`src/rtl/cla_pipelined_adder.sv`:
```
// Pipelined carry-lookahead adder: 4-bit CLA groups, GROUPS_PER_STAGE groups per stage, valid/ready on both sides.
// Optional subtract mode (input sub) when CLA_PIPELINED_ADDER_SUB_EN is defined.
module cla_pipelined_adder #(
    parameter int WIDTH            = 16,
    parameter int GROUPS_PER_STAGE = 1
) (
    input  logic             clk,
    input  logic             rst,
    input  logic             in_valid,
    output logic             in_ready,
    input  logic [WIDTH-1:0] a,
    input  logic [WIDTH-1:0] b,
    input  logic             cin,
`ifdef CLA_PIPELINED_ADDER_SUB_EN
    input  logic             sub,
`endif
    output logic             out_valid,
    input  logic             out_ready,
    output logic [WIDTH-1:0] sum,
    output logic             cout,
    output logic             ovf,
    output logic             p,
    output logic             g
);
    localparam int SW = 4 * GROUPS_PER_STAGE;
    localparam int S  = WIDTH / SW;

    logic             w_adv;
    logic [WIDTH-1:0] w_b0;
    logic             w_c0;

    assign w_adv    = !out_valid || out_ready;
    assign in_ready = w_adv;

`ifdef CLA_PIPELINED_ADDER_SUB_EN
    assign w_b0 = sub ? ~b : b;
    assign w_c0 = sub | cin;
`else
    assign w_b0 = b;
    assign w_c0 = cin;
`endif

    for (genvar k = 0; k < S; k++) begin : g_stg
        localparam int RW   = WIDTH - SW * (k + 1);
        localparam int SUMW = SW * (k + 1);

        logic [SW-1:0]   w_as, w_bs, w_ss;
        logic            w_ci, w_pi, w_gi, w_vi;
        logic            w_co, w_po, w_go;
        logic [SUMW-1:0] w_sum_n;
        logic            w_c, w_gp, w_gg;
        logic [3:0]      w_pb, w_gb, w_cl;

        logic            r_vld, r_c, r_p, r_g;
        logic [SUMW-1:0] r_sum;

        if (k == 0) begin : g_src
            assign w_as    = a[SW-1:0];
            assign w_bs    = w_b0[SW-1:0];
            assign w_ci    = w_c0;
            assign w_pi    = 1'b1;
            assign w_gi    = 1'b0;
            assign w_vi    = in_valid;
            assign w_sum_n = w_ss;
        end else begin : g_src
            assign w_as    = g_stg[k-1].g_opr.r_a[SW-1:0];
            assign w_bs    = g_stg[k-1].g_opr.r_b[SW-1:0];
            assign w_ci    = g_stg[k-1].r_c;
            assign w_pi    = g_stg[k-1].r_p;
            assign w_gi    = g_stg[k-1].r_g;
            assign w_vi    = g_stg[k-1].r_vld;
            assign w_sum_n = {w_ss, g_stg[k-1].r_sum};
        end

        // Bit-level lookahead inside each group, group-level lookahead across the stage.
        // Block P/G fold the lower stages' P/G in as this slice sits above them.
        always_comb begin
            w_c  = w_ci;
            w_po = w_pi;
            w_go = w_gi;
            w_ss = '0;
            w_pb = '0;
            w_gb = '0;
            w_cl = '0;
            w_gp = 1'b0;
            w_gg = 1'b0;
            for (int j = 0; j < GROUPS_PER_STAGE; j++) begin
                w_pb    = w_as[4*j +: 4] ^ w_bs[4*j +: 4];
                w_gb    = w_as[4*j +: 4] & w_bs[4*j +: 4];
                w_cl[0] = w_c;
                w_cl[1] = w_gb[0] | (w_pb[0] & w_c);
                w_cl[2] = w_gb[1] | (w_pb[1] & w_gb[0]) | (w_pb[1] & w_pb[0] & w_c);
                w_cl[3] = w_gb[2] | (w_pb[2] & w_gb[1]) | (w_pb[2] & w_pb[1] & w_gb[0])
                        | (w_pb[2] & w_pb[1] & w_pb[0] & w_c);
                w_ss[4*j +: 4] = w_pb ^ w_cl;
                w_gp = &w_pb;
                w_gg = w_gb[3] | (w_pb[3] & w_gb[2]) | (w_pb[3] & w_pb[2] & w_gb[1])
                     | (w_pb[3] & w_pb[2] & w_pb[1] & w_gb[0]);
                w_c  = w_gg | (w_gp & w_c);
                w_go = w_gg | (w_gp & w_go);
                w_po = w_po & w_gp;
            end
            w_co = w_c;
        end

        // Data registers load only on a real operand set so bubbles leave the outputs untouched.
        always_ff @(posedge clk or posedge rst) begin
            if (rst) begin
                r_vld <= 1'b0;
                r_c   <= 1'b0;
                r_p   <= 1'b0;
                r_g   <= 1'b0;
                r_sum <= '0;
            end else if (w_adv) begin
                r_vld <= w_vi;
                if (w_vi) begin
                    r_c   <= w_co;
                    r_p   <= w_po;
                    r_g   <= w_go;
                    r_sum <= w_sum_n;
                end
            end
        end

        if (k < S - 1) begin : g_opr
            logic [RW-1:0] r_a, r_b, w_au, w_bu;
            if (k == 0) begin : g_up
                assign w_au = a[WIDTH-1:SW];
                assign w_bu = w_b0[WIDTH-1:SW];
            end else begin : g_up
                assign w_au = g_stg[k-1].g_opr.r_a[RW+SW-1:SW];
                assign w_bu = g_stg[k-1].g_opr.r_b[RW+SW-1:SW];
            end
            always_ff @(posedge clk or posedge rst) begin
                if (rst) begin
                    r_a <= '0;
                    r_b <= '0;
                end else if (w_adv && w_vi) begin
                    r_a <= w_au;
                    r_b <= w_bu;
                end
            end
        end

        if (k == S - 1) begin : g_last
            logic r_ovf;
            // Carry into the MSB is recovered as sum ^ a ^ b at that bit.
            always_ff @(posedge clk or posedge rst) begin
                if (rst)
                    r_ovf <= 1'b0;
                else if (w_adv && w_vi)
                    r_ovf <= w_co ^ w_ss[SW-1] ^ w_as[SW-1] ^ w_bs[SW-1];
            end
        end
    end

    assign out_valid = g_stg[S-1].r_vld;
    assign sum       = g_stg[S-1].r_sum;
    assign cout      = g_stg[S-1].r_c;
    assign ovf       = g_stg[S-1].g_last.r_ovf;
    assign p         = g_stg[S-1].r_p;
    assign g         = g_stg[S-1].r_g;

endmodule

```
`config.mk`:
```
export PLATFORM = sky130hd
export DESIGN_NAME = cla_pipelined_adder
export DESIGN_NICKNAME = d
export VERILOG_FILES = /design/src/rtl/cla_pipelined_adder.sv
export SDC_FILE = /design/constraint.sdc
export NUM_CORES = 1
export LEC_CHECK = 0
export ABC_AREA = 1
export BUFFER_PORTS_ARGS = -buffer_cell sky130_fd_sc_hd__buf_2
export CELL_PAD_IN_SITES_DETAIL_PLACEMENT = 1
export CELL_PAD_IN_SITES_GLOBAL_PLACEMENT = 2
export CORE_UTILIZATION = 40
export CTS_BUF_LIST = sky130_fd_sc_hd__clkbuf_4
export DETAILED_ROUTE_END_ITERATION = 8
export PLACE_DENSITY = 0.95
export SLEW_MARGIN = 40
export SYNTH_ARGS = -nofsm -noshare
export SYNTH_HDL_FRONTEND = slang
export SYNTH_SLANG_ARGS = --single-unit
```
`constraint.sdc`:
```
create_clock -name clk -period 4.7 [get_ports clk]
set_input_delay 0.47 -clock clk [delete_from_list [all_inputs] [get_ports clk]]
set_output_delay 0.47 -clock clk [all_outputs]
set_load 0.1 [all_outputs]
```
# Yosys cells after proc, flatten, opt, wreduce, memory -nomap -nowiden
# Index checks and enable logic that the tools add are counted.
classes:
  order_cmp: 0
  mux: 0
  shifts: 0
  eq_ne: 0
  multipliers: 0
  bitwise: 124
  n_div: 0
  n_addsub: 0
  n_reduce_logical: 14
ops:
  columns: ["op", "count"]
  rows:
  - ["$and A1 B1 Y1", 66]
  - ["$or A1 B1 Y1", 43]
  - ["$xor A4 B4 Y4", 8]
  - ["$and A4 B4 Y4", 4]
  - ["$reduce_and A4 Y1", 4]
  - ["$reduce_and A2 Y1", 4]
  - ["$logic_and A1 B1 Y1", 4]
  - ["$xor A1 B1 Y1", 3]
  - ["$logic_not A1 Y1", 1]
  - ["$logic_or A1 B1 Y1", 1]
word_totals:
  memories: 0
  latch_bits: 0
  romBits: 0
  word_cells: 165
  ram_bits: 0
  reg_bits: 105

# Longest topological paths before layout
# Gate-level depths: netlist of the first run.
depth:
  word_depth: 9
  depth_mapped: 10

# Worst setup path after synthesis of the first run
# No wires, ideal clock.
synth_timing:
  kind: "register to register"
  start: "register g_stg[3].r_vld, in the netlist out_valid"
  end: "register g_stg[0].r_c"
  setup_time_ps: 130
  path_buffers: 1
  arrival_ps: 1985
  period_less_slack_ps: 2114
  path_slack_ps: 2586
  path_stages_with_launch: 9
  cell_sequence: "dfrtp_1 -> inv_1 -> nor2_8 -> inv_6 -> nand2_4 -> inv_4 -> buf_6 -> nand2_2 -> o221ai_2"
synth_between:
  elab_chain_cells: 3
synth_lines:
  columns: ["element", "line", "source"]
  rows:
  - ["start: declaration", "54", "logic r_vld, r_c, r_p, r_g;"]
  - ["start signal: assignment", "115", "r_vld <= w_vi;"]
  - ["$logic_not A1 Y1", "32", "assign w_adv = !out_valid || out_ready;"]
  - ["$logic_or A1 B1 Y1", "32", null]
  - ["net in_ready", "10", "output logic in_ready,"]
  - ["$reduce_and A2 Y1 (no line)", null, null]
  - ["end signal: assignment", "117", "r_c <= w_co;"]
  - ["end: declaration", "54", null]
# The timed path passes the listed nets, and every way through them passes these cells.
# A chain may end at the register's enable or synchronous reset.

# Worst setup path in the final report of the first run
layout_timing:
  start: "register g_stg[3].r_vld, in the netlist out_valid"
  end: "output port in_ready"
layout_between:
  elab_chain_cells: 2
layout_lines:
  columns: ["element", "line"]
  rows:
  - ["$logic_not A1 Y1", "32"]
  - ["$logic_or A1 B1 Y1", "32"]
  - ["end: declaration", "10"]
# Every way passes these cells.

==> results of run 1 <==
## flip-flops by register name (all words and copies together) (netlist names)
name	flops
g_stg.g_opr.r_a	24
g_stg.g_opr.r_b	24
g_stg.r_sum	24
sum	16
g_stg.r_c	3
g_stg.r_g	3
g_stg.r_p	3
g_stg.r_vld	3
cout	1
g	1
out_valid	1
ovf	1
p	1
## per-stage QoR
step / instance area, um2 / total power [uW] / hold slack [ns] / std cells
after detailed placement: 5110 / 3220 / 0.456 / 713
after CTS: 5210 / 3600 / 0.140 / 728
final: 5210 / 3560 / 0.114 / 729
after global routing: 5210 / 3860 / 0.162 / 729
after floorplan: 4760 / 2870 / 0.442 / 529
after global placement: 5110 / 3130 / 0.450 / 713
## cells in the final DEF (no fill, tap or decap), types with 6 or more instances in the layout
| cell type | count |
|---|---|
| o21ai_1 | 19 |
| o21ai_2 | 8 |
| dfrtp_1 | 105 |
| clkbuf_4 | 10 |
| nand3_1 | 18 |
| o21ai_0 | 36 |
| buf_2 | 58 |
| nor2_1 | 19 |
| inv_1 | 45 |
| a21oi_1 | 6 |
| nand2_1 | 209 |
| ha_1 | 16 |
## final timing paths
kind | startpoint | to | slack, ns | depth (start not counted)
min in group clk | b[7] | g_stg[0].g_opr.r_b[3] | 0.22 | 3
max reg2reg | out_valid | g_stg[0].r_c | 3.05 | 7
min | rst | sum[15] | 0.11 | 2
max in group asynchronous | rst | g_stg[0].g_opr.r_a[9] | 3.71 | 3
min reg2reg | sum[3] | sum[3] | 0.48 | 2
max | out_valid | in_ready | 2.64 | 4
## kinds of logic after synthesis
kind of cell | share of synthesized area, %
AOI/OAI and AO/OA | 8.62
DFF | 55.2
and+or+nand+nor | 22.5
adders and majority gates | 5.89
buffers and inverters | 7.02
xor gates and xnor gates | 0.736
## final cells by class
type,count,area [um2],area share [%]
clock buffers,10,75.1,1.44
well taps,143,179,3.43
flip-flops and latches,105,2630,50.4
inverters,51,206,3.96
repair buffers,59,298,5.71
multi-input cells,355,1800,34.5
clock inverters,5,23.8,0.456
diodes,1,2.50,0.0480
## worst register-to-register path, cell delays in order (launching register included)
cell	delay, ns
dfrtp_1	0.41
inv_1	0.15
nor2_8	0.09
inv_6	0.09
nand2_4	0.14
inv_4	0.37
nand2_1	0.18
o221ai_2	0.15
## power breakdown
part	internal, uW	switching, uW	leakage [uW]
clock	107	279	0.0000548
combinational	431	1310	0.00140
sequential	1250	186	0.00132
total	1780	1770	0.00278
## routing by layer
metal | up-vias | share of wire (%) | global-route usage (%) | routed length (um)
met4 | 0 | 1.2 | 5.95 | 117
met1 | 1668 | 49 | 24.4 | 4850
met2 | 49 | 47 | 30.2 | 4650
met3 | 8 | 2.5 | 2.95 | 248
li1 | 1758 | - | - | -
met5 | - | 0 | 0 | 0
==> reports/metrics.csv, run 1 <==
stage,metric,value,unit
floorplanning,Starting Density,41.3,%
synth,Synth Register Bits,105,
sta,Slew @ Worst Pin,0.710,ns
worst_hold_path,Hold Path Class,in2async,
worst_setup_path,crit path DAT,1.59,ns
floorplanning,Die H,111,um
synth,most common cell in the netlist,nand2_1,
clock_tree,clk buf depth,2,
clock_tree,"Setup Fix Bufs, Post-CTS",0,
worst_setup_path,"Req. time, crit path",4.23,ns
grt,first-pass GRT wire length,18.1,mm
worst_setup_path,worst setup path category,reg2out,
sta,fin. max-slew vios,0,
final_layout,layout cells sized above 1,15.9,%
route,drc violations,12,
route,via/cell ratio,4.78,
clock_tree,CTS resizes,0,
sta,final worst slack,2.64,ns
floorplanning,die area,12300,um2
sta,setup TNS,0,ns
grt,largest net degree at the start of global routing,81,
sta,unrepaired setup endpoints after global routing,false,
synth,synthesized area,4760,um2
clock_tree,clock slew seen by the registers of the worst setup and hold paths,0.15,ns
worst_setup_path,crit end category,output pin,
place,HPWL after DPL,7.39,mm
synth,net count after synthesis,586,
place,gp weighted congestion,0.775,
sta,fin crit period,2.06,ns
synth,count of unique library cells instantiated by Yosys,31,
run_status,failing checks,design-rule violations,
floorplanning,total core area,11500,um2
clock_tree,clock tree from TritonCTS,done,
synth,Synth Instances,529,
grt,All-Layer GR Usage,18.2,%
worst_setup_path,Worst Path Max Fanout,6,
synth,top-area cell type share of the netlist area,55.2,%
worst_setup_path,"slowest stage delay, CP",0.42,ns
route,drt first-iter violations,114,
worst_setup_path,critical path's slowest cell,buf_2,
worst_setup_path,crit path launch type,flop,
synth,post-synth top area cell,dfrtp_1,
sta,Fin. Hold Viols,0,
sta,final setup vio count,0,
synth,Main synth FF type,dfrtp_1,
sta,Setup Skew,0.0144,ns
run,maxcap violations,0,
clock_tree,clock sink count,105,
grt,vias in the first global route,3814,
route,vias post-DR,3483,
sta,Final Cycle Share,43.9,%
route,Wirelength per Cell,13.5,um
final_layout,Fill cells,1417,
floorplanning,Die Wd,111,um
floorplanning,row count,39,
clock_tree,clk root buf,clkbuf_4,
synth,ys async rst share,100,%
clock_tree,H-Tree Depth,3,
synth,syn avg cell area,9.00,um2
final_layout,Final nets,638,
clock_tree,worst-skew pair later-pin latency,0.44,ns
route,remaining antenna violation count,0,
synth,Commonest cells post-synth,"nand2_1 (209), dfrtp_1 (105), inv_1 (46), o21ai_0 (36)",
run_status,status,finished with violations,
power,PD cells,683,nW/um2
route,first-pass detailed-route iteration total,8,
sta,Slew HR,52.7,%
clock_tree,# hold bufs at CTS,0,
place,PortBufs,58,
floorplanning,I/O pin total,59,
synth,number of flops mapped to enable cells by yosys,0,
place,pre-CTS setup slack,2.94,ns
final_layout,Final Util,45.3,%
final_layout,area grow syn2layout,9.46,%
synth,register area share after synthesis,55.2,%
worst_setup_path,Buf/Inv on CP,3,
worst_setup_path,cell family with most CP delay,buffers and inverters,
power,Pleak,0.00278,uW
clock_tree,cts bufs inserted,9,
grt,initial antenna violation count,1,
sta,Max Fclk,485,MHz
power,"IR drop worst, VDD",184,uV
route,total routed wirelength,9.87,mm
worst_setup_path,worst path cell trace,inv_1 -> nor2_8 -> inv_6 -> buf_2,
synth,"Warnings, synthesis",0,
grt,gr ovfl total,0,
synth,"top cells by area, synth","dfrtp_1 (55%), nand2_1 (16%), ha_1 (4.2%)",
No activity file was read; power rests on OpenSTA's default activity.
==> inputs of run 2 (changes only) <==
--- a/config.mk
+++ b/config.mk
@@ -9,10 +9,10 @@
 export BUFFER_PORTS_ARGS = -buffer_cell sky130_fd_sc_hd__buf_2
 export CELL_PAD_IN_SITES_DETAIL_PLACEMENT = 1
 export CELL_PAD_IN_SITES_GLOBAL_PLACEMENT = 2
-export CORE_UTILIZATION = 40
+export CORE_UTILIZATION = 33
 export CTS_BUF_LIST = sky130_fd_sc_hd__clkbuf_4
 export DETAILED_ROUTE_END_ITERATION = 8
-export PLACE_DENSITY = 0.95
+export PLACE_DENSITY = 0.86
 export SLEW_MARGIN = 40
 export SYNTH_ARGS = -nofsm -noshare
 export SYNTH_HDL_FRONTEND = slang
==> constraint.sdc (replaced) <==
create_clock -name clk -period 1.8 [get_ports clk]
set_input_delay 0.18 -clock clk [delete_from_list [all_inputs] [get_ports clk]]
set_output_delay 0.18 -clock clk [all_outputs]
set_load 0.1 [all_outputs]
==> run 2 against run 1 <==
The flow now finishes without violations. Critical path depth is the same. Utilization fell by 4.7 points. Highest routed layer unchanged. Sequential power increased to 2.6 times the previous value. Final cell count up 9.5%. Flip-flop and latch count is the same. Combinational power rose to 2.7 times the previous value. Final area increased by 8.8%. Setup slack lost 2.5 ns. Clock-buffer cell count is the same. First-iteration DRC count is 0.88% lower. Routed wire length increased by 8.2%.
==> reports/metrics.csv, run 2 (same netlist as run 1, synthesis figures left out) <==
stage,metric,value,unit,change
route,drt first-iter violations,113,,-0.88%
clock_tree,clock sink count,105,,unchanged
floorplanning,Starting Density,34.0,%,-7.3 points
route,drc violations,0,,-12
clock_tree,H-Tree Depth,3,,unchanged
power,PD cells,1750,nW/um2,+160%
worst_setup_path,crit path DAT,1.50,ns,-0.09 ns
grt,vias in the first global route,3803,,-0.29%
floorplanning,die area,14900,um2,+21%
sta,unrepaired setup endpoints after global routing,false,,
clock_tree,clock tree from TritonCTS,done,,
worst_setup_path,crit path launch type,flop,,
floorplanning,Die Wd,122,um,+9.9%
sta,fin crit period,1.68,ns,
route,vias post-DR,3602,,+3.4%
clock_tree,clk buf depth,2,,unchanged
sta,Slew @ Worst Pin,0.541,ns,-0.169 ns
place,HPWL after DPL,7.78,mm,+5.2%
sta,Max Fclk,596,MHz,
power,Pleak,0.00296,uW,+6.6%
clock_tree,worst-skew pair later-pin latency,0.47,ns,+0.03 ns
final_layout,Fill cells,1680,,+19%
place,PortBufs,58,,unchanged
sta,setup TNS,0,ns,unchanged
route,remaining antenna violation count,0,,unchanged
final_layout,Final Instance Area,5670,um2,+8.8%
sta,Setup Skew,0.0177,ns,+0.00328 ns
final_layout,Largest regs,"g_stg.g_opr.r_a x24, g_stg.g_opr.r_b x24, g_stg.r_sum x24",,
run_status,status,"complete, no violations",,
grt,first-pass GRT wire length,18.5,mm,+2.1%
floorplanning,I/O pin total,59,,unchanged
grt,gr ovfl total,0,,unchanged
clock_tree,"Setup Fix Bufs, Post-CTS",0,,unchanged
power,"IR drop worst, VDD",484,uV,+160%
place,Placed Area,5230,um2,+2.4%
worst_setup_path,crit end category,output pin,,
final_layout,multi-input logic area,1800,um2,unchanged
grt,initial antenna violation count,0,,-1
final_layout,"commonest non-fill, non-tap cell in the layout",nand2_1,,
grt,All-Layer GR Usage,15.9,%,-2.3 points
run,maxcap violations,0,,unchanged
worst_hold_path,Hold Path Class,in2reg,,
worst_setup_path,"Req. time, crit path",1.62,ns,-2.61 ns
floorplanning,row count,43,,+10%
place,pre-CTS setup slack,0.247,ns,-2.69 ns
sta,fin. max-slew vios,0,,unchanged
floorplanning,Die H,122,um,+9.9%
clock_tree,clk root buf,clkbuf_4,,
sta,Slew HR,63.9,%,+11 points
route,via/cell ratio,4.51,,-5.5%
final_layout,most frequent cells in the layout,"nand2_1 (209), dfrtp_1 (104), buf_2 (57)",,
route,Wirelength per Cell,13.4,um,-1.2%
place,gp weighted congestion,0.734,,-5.3%
sta,final worst slack,0.122,ns,-2.52 ns
worst_setup_path,worst setup path category,reg2out,,
final_layout,Diodes inserted,0,,-1
floorplanning,total core area,14000,um2,+21%
clock_tree,cts bufs inserted,9,,unchanged
final_layout,Final nets,670,,+5.0%
sta,Final Cycle Share,93.2,%,
route,first-pass detailed-route iteration total,4,,-4
final_layout,Reg area,2630,um2,about the same
final_layout,layout cells sized above 1,16.8,%,+0.93 points
grt,largest net degree at the start of global routing,48,,-41%
clock_tree,clock slew seen by the registers of the worst setup and hold paths,0.16,ns,about the same
final_layout,area grow syn2layout,19.1,%,
sta,Hold WS,0.0333,ns,-0.0803 ns
power,"Power, Total",9920,uW,+180%
sta,final setup vio count,0,,unchanged
sta,Fin. Hold Viols,0,,unchanged
worst_setup_path,Worst Path Max Fanout,6,,unchanged
route,total routed wirelength,10.7,mm,+8.2%
## run 2: cell count changes in the layout (fill, tap and decap cells not counted), moves of 2 or more
cell / delta
dlygate4sd3_1: +25
buf_4: +6
bufinv_16: +3
buf_12: +2
clkinv_1: -2
## run 2: cell type report
| type | instances | share of cell area, % |
|---|---|---|
| well taps | 180 | 3.97 |
| inverters | 51 | 3.62 |
| flip-flops and latches | 105 | 46.4 |
| multi-input cells | 355 | 31.7 |
| clock inverters | 6 | 1.88 |
| clock buffers | 10 | 1.32 |
| repair buffers | 91 | 11.1 |
## run 2: power breakdown
group	switching, uW	leakage, uW	total (uW)	internal, uW
clock network	765	0.0000940	1480	713
logic	3450	0.00154	4680	1230
registers	497	0.00132	3750	3260
total	4720	0.00296	9920	5200
## run 2: through the flow
stage               utilization, %  instances
finish                        40.5        798
global route                  40.5        798
CTS                           40.5        798
detailed placement            37.4        757
global placement              37.4        757
floorplan                        -        529
## run 2: per-layer routing
metal	track usage, %	part of all wire, %	vias up
li1	-	-	1818
met1	21.2	48	1720
met2	26.1	48	54
met3	3.09	3.1	10
met4	4.34	1.1	0
met5	0	0	-
## run 2: final timing paths
check	from	end	slack (ns)	cells past startpoint
max	out_valid	in_ready	0.12	4
max in group asynchronous	rst	out_valid	0.84	4
min in group asynchronous	rst	ovf	0.29	3
min reg2reg	sum[1]	sum[1]	0.49	2
max reg2reg	g_stg[2].g_opr.r_a[1]	ovf	0.23	8
min	cin	g_stg[0].r_c	0.03	3
## run 2: repair_timing
action,in CTS,in global routing
resized for setup,1,0
endpoints found under the hold margin,44,0
endpoints found under the setup margin,1,0
hold buffers,25,0
## run 2: worst max-delay path, stage by stage (launching register included)
cell	delay, ns
dfrtp_2	0.43
inv_1	0.14
nor2_8	0.09
inv_6	0.09
buf_4	0.29
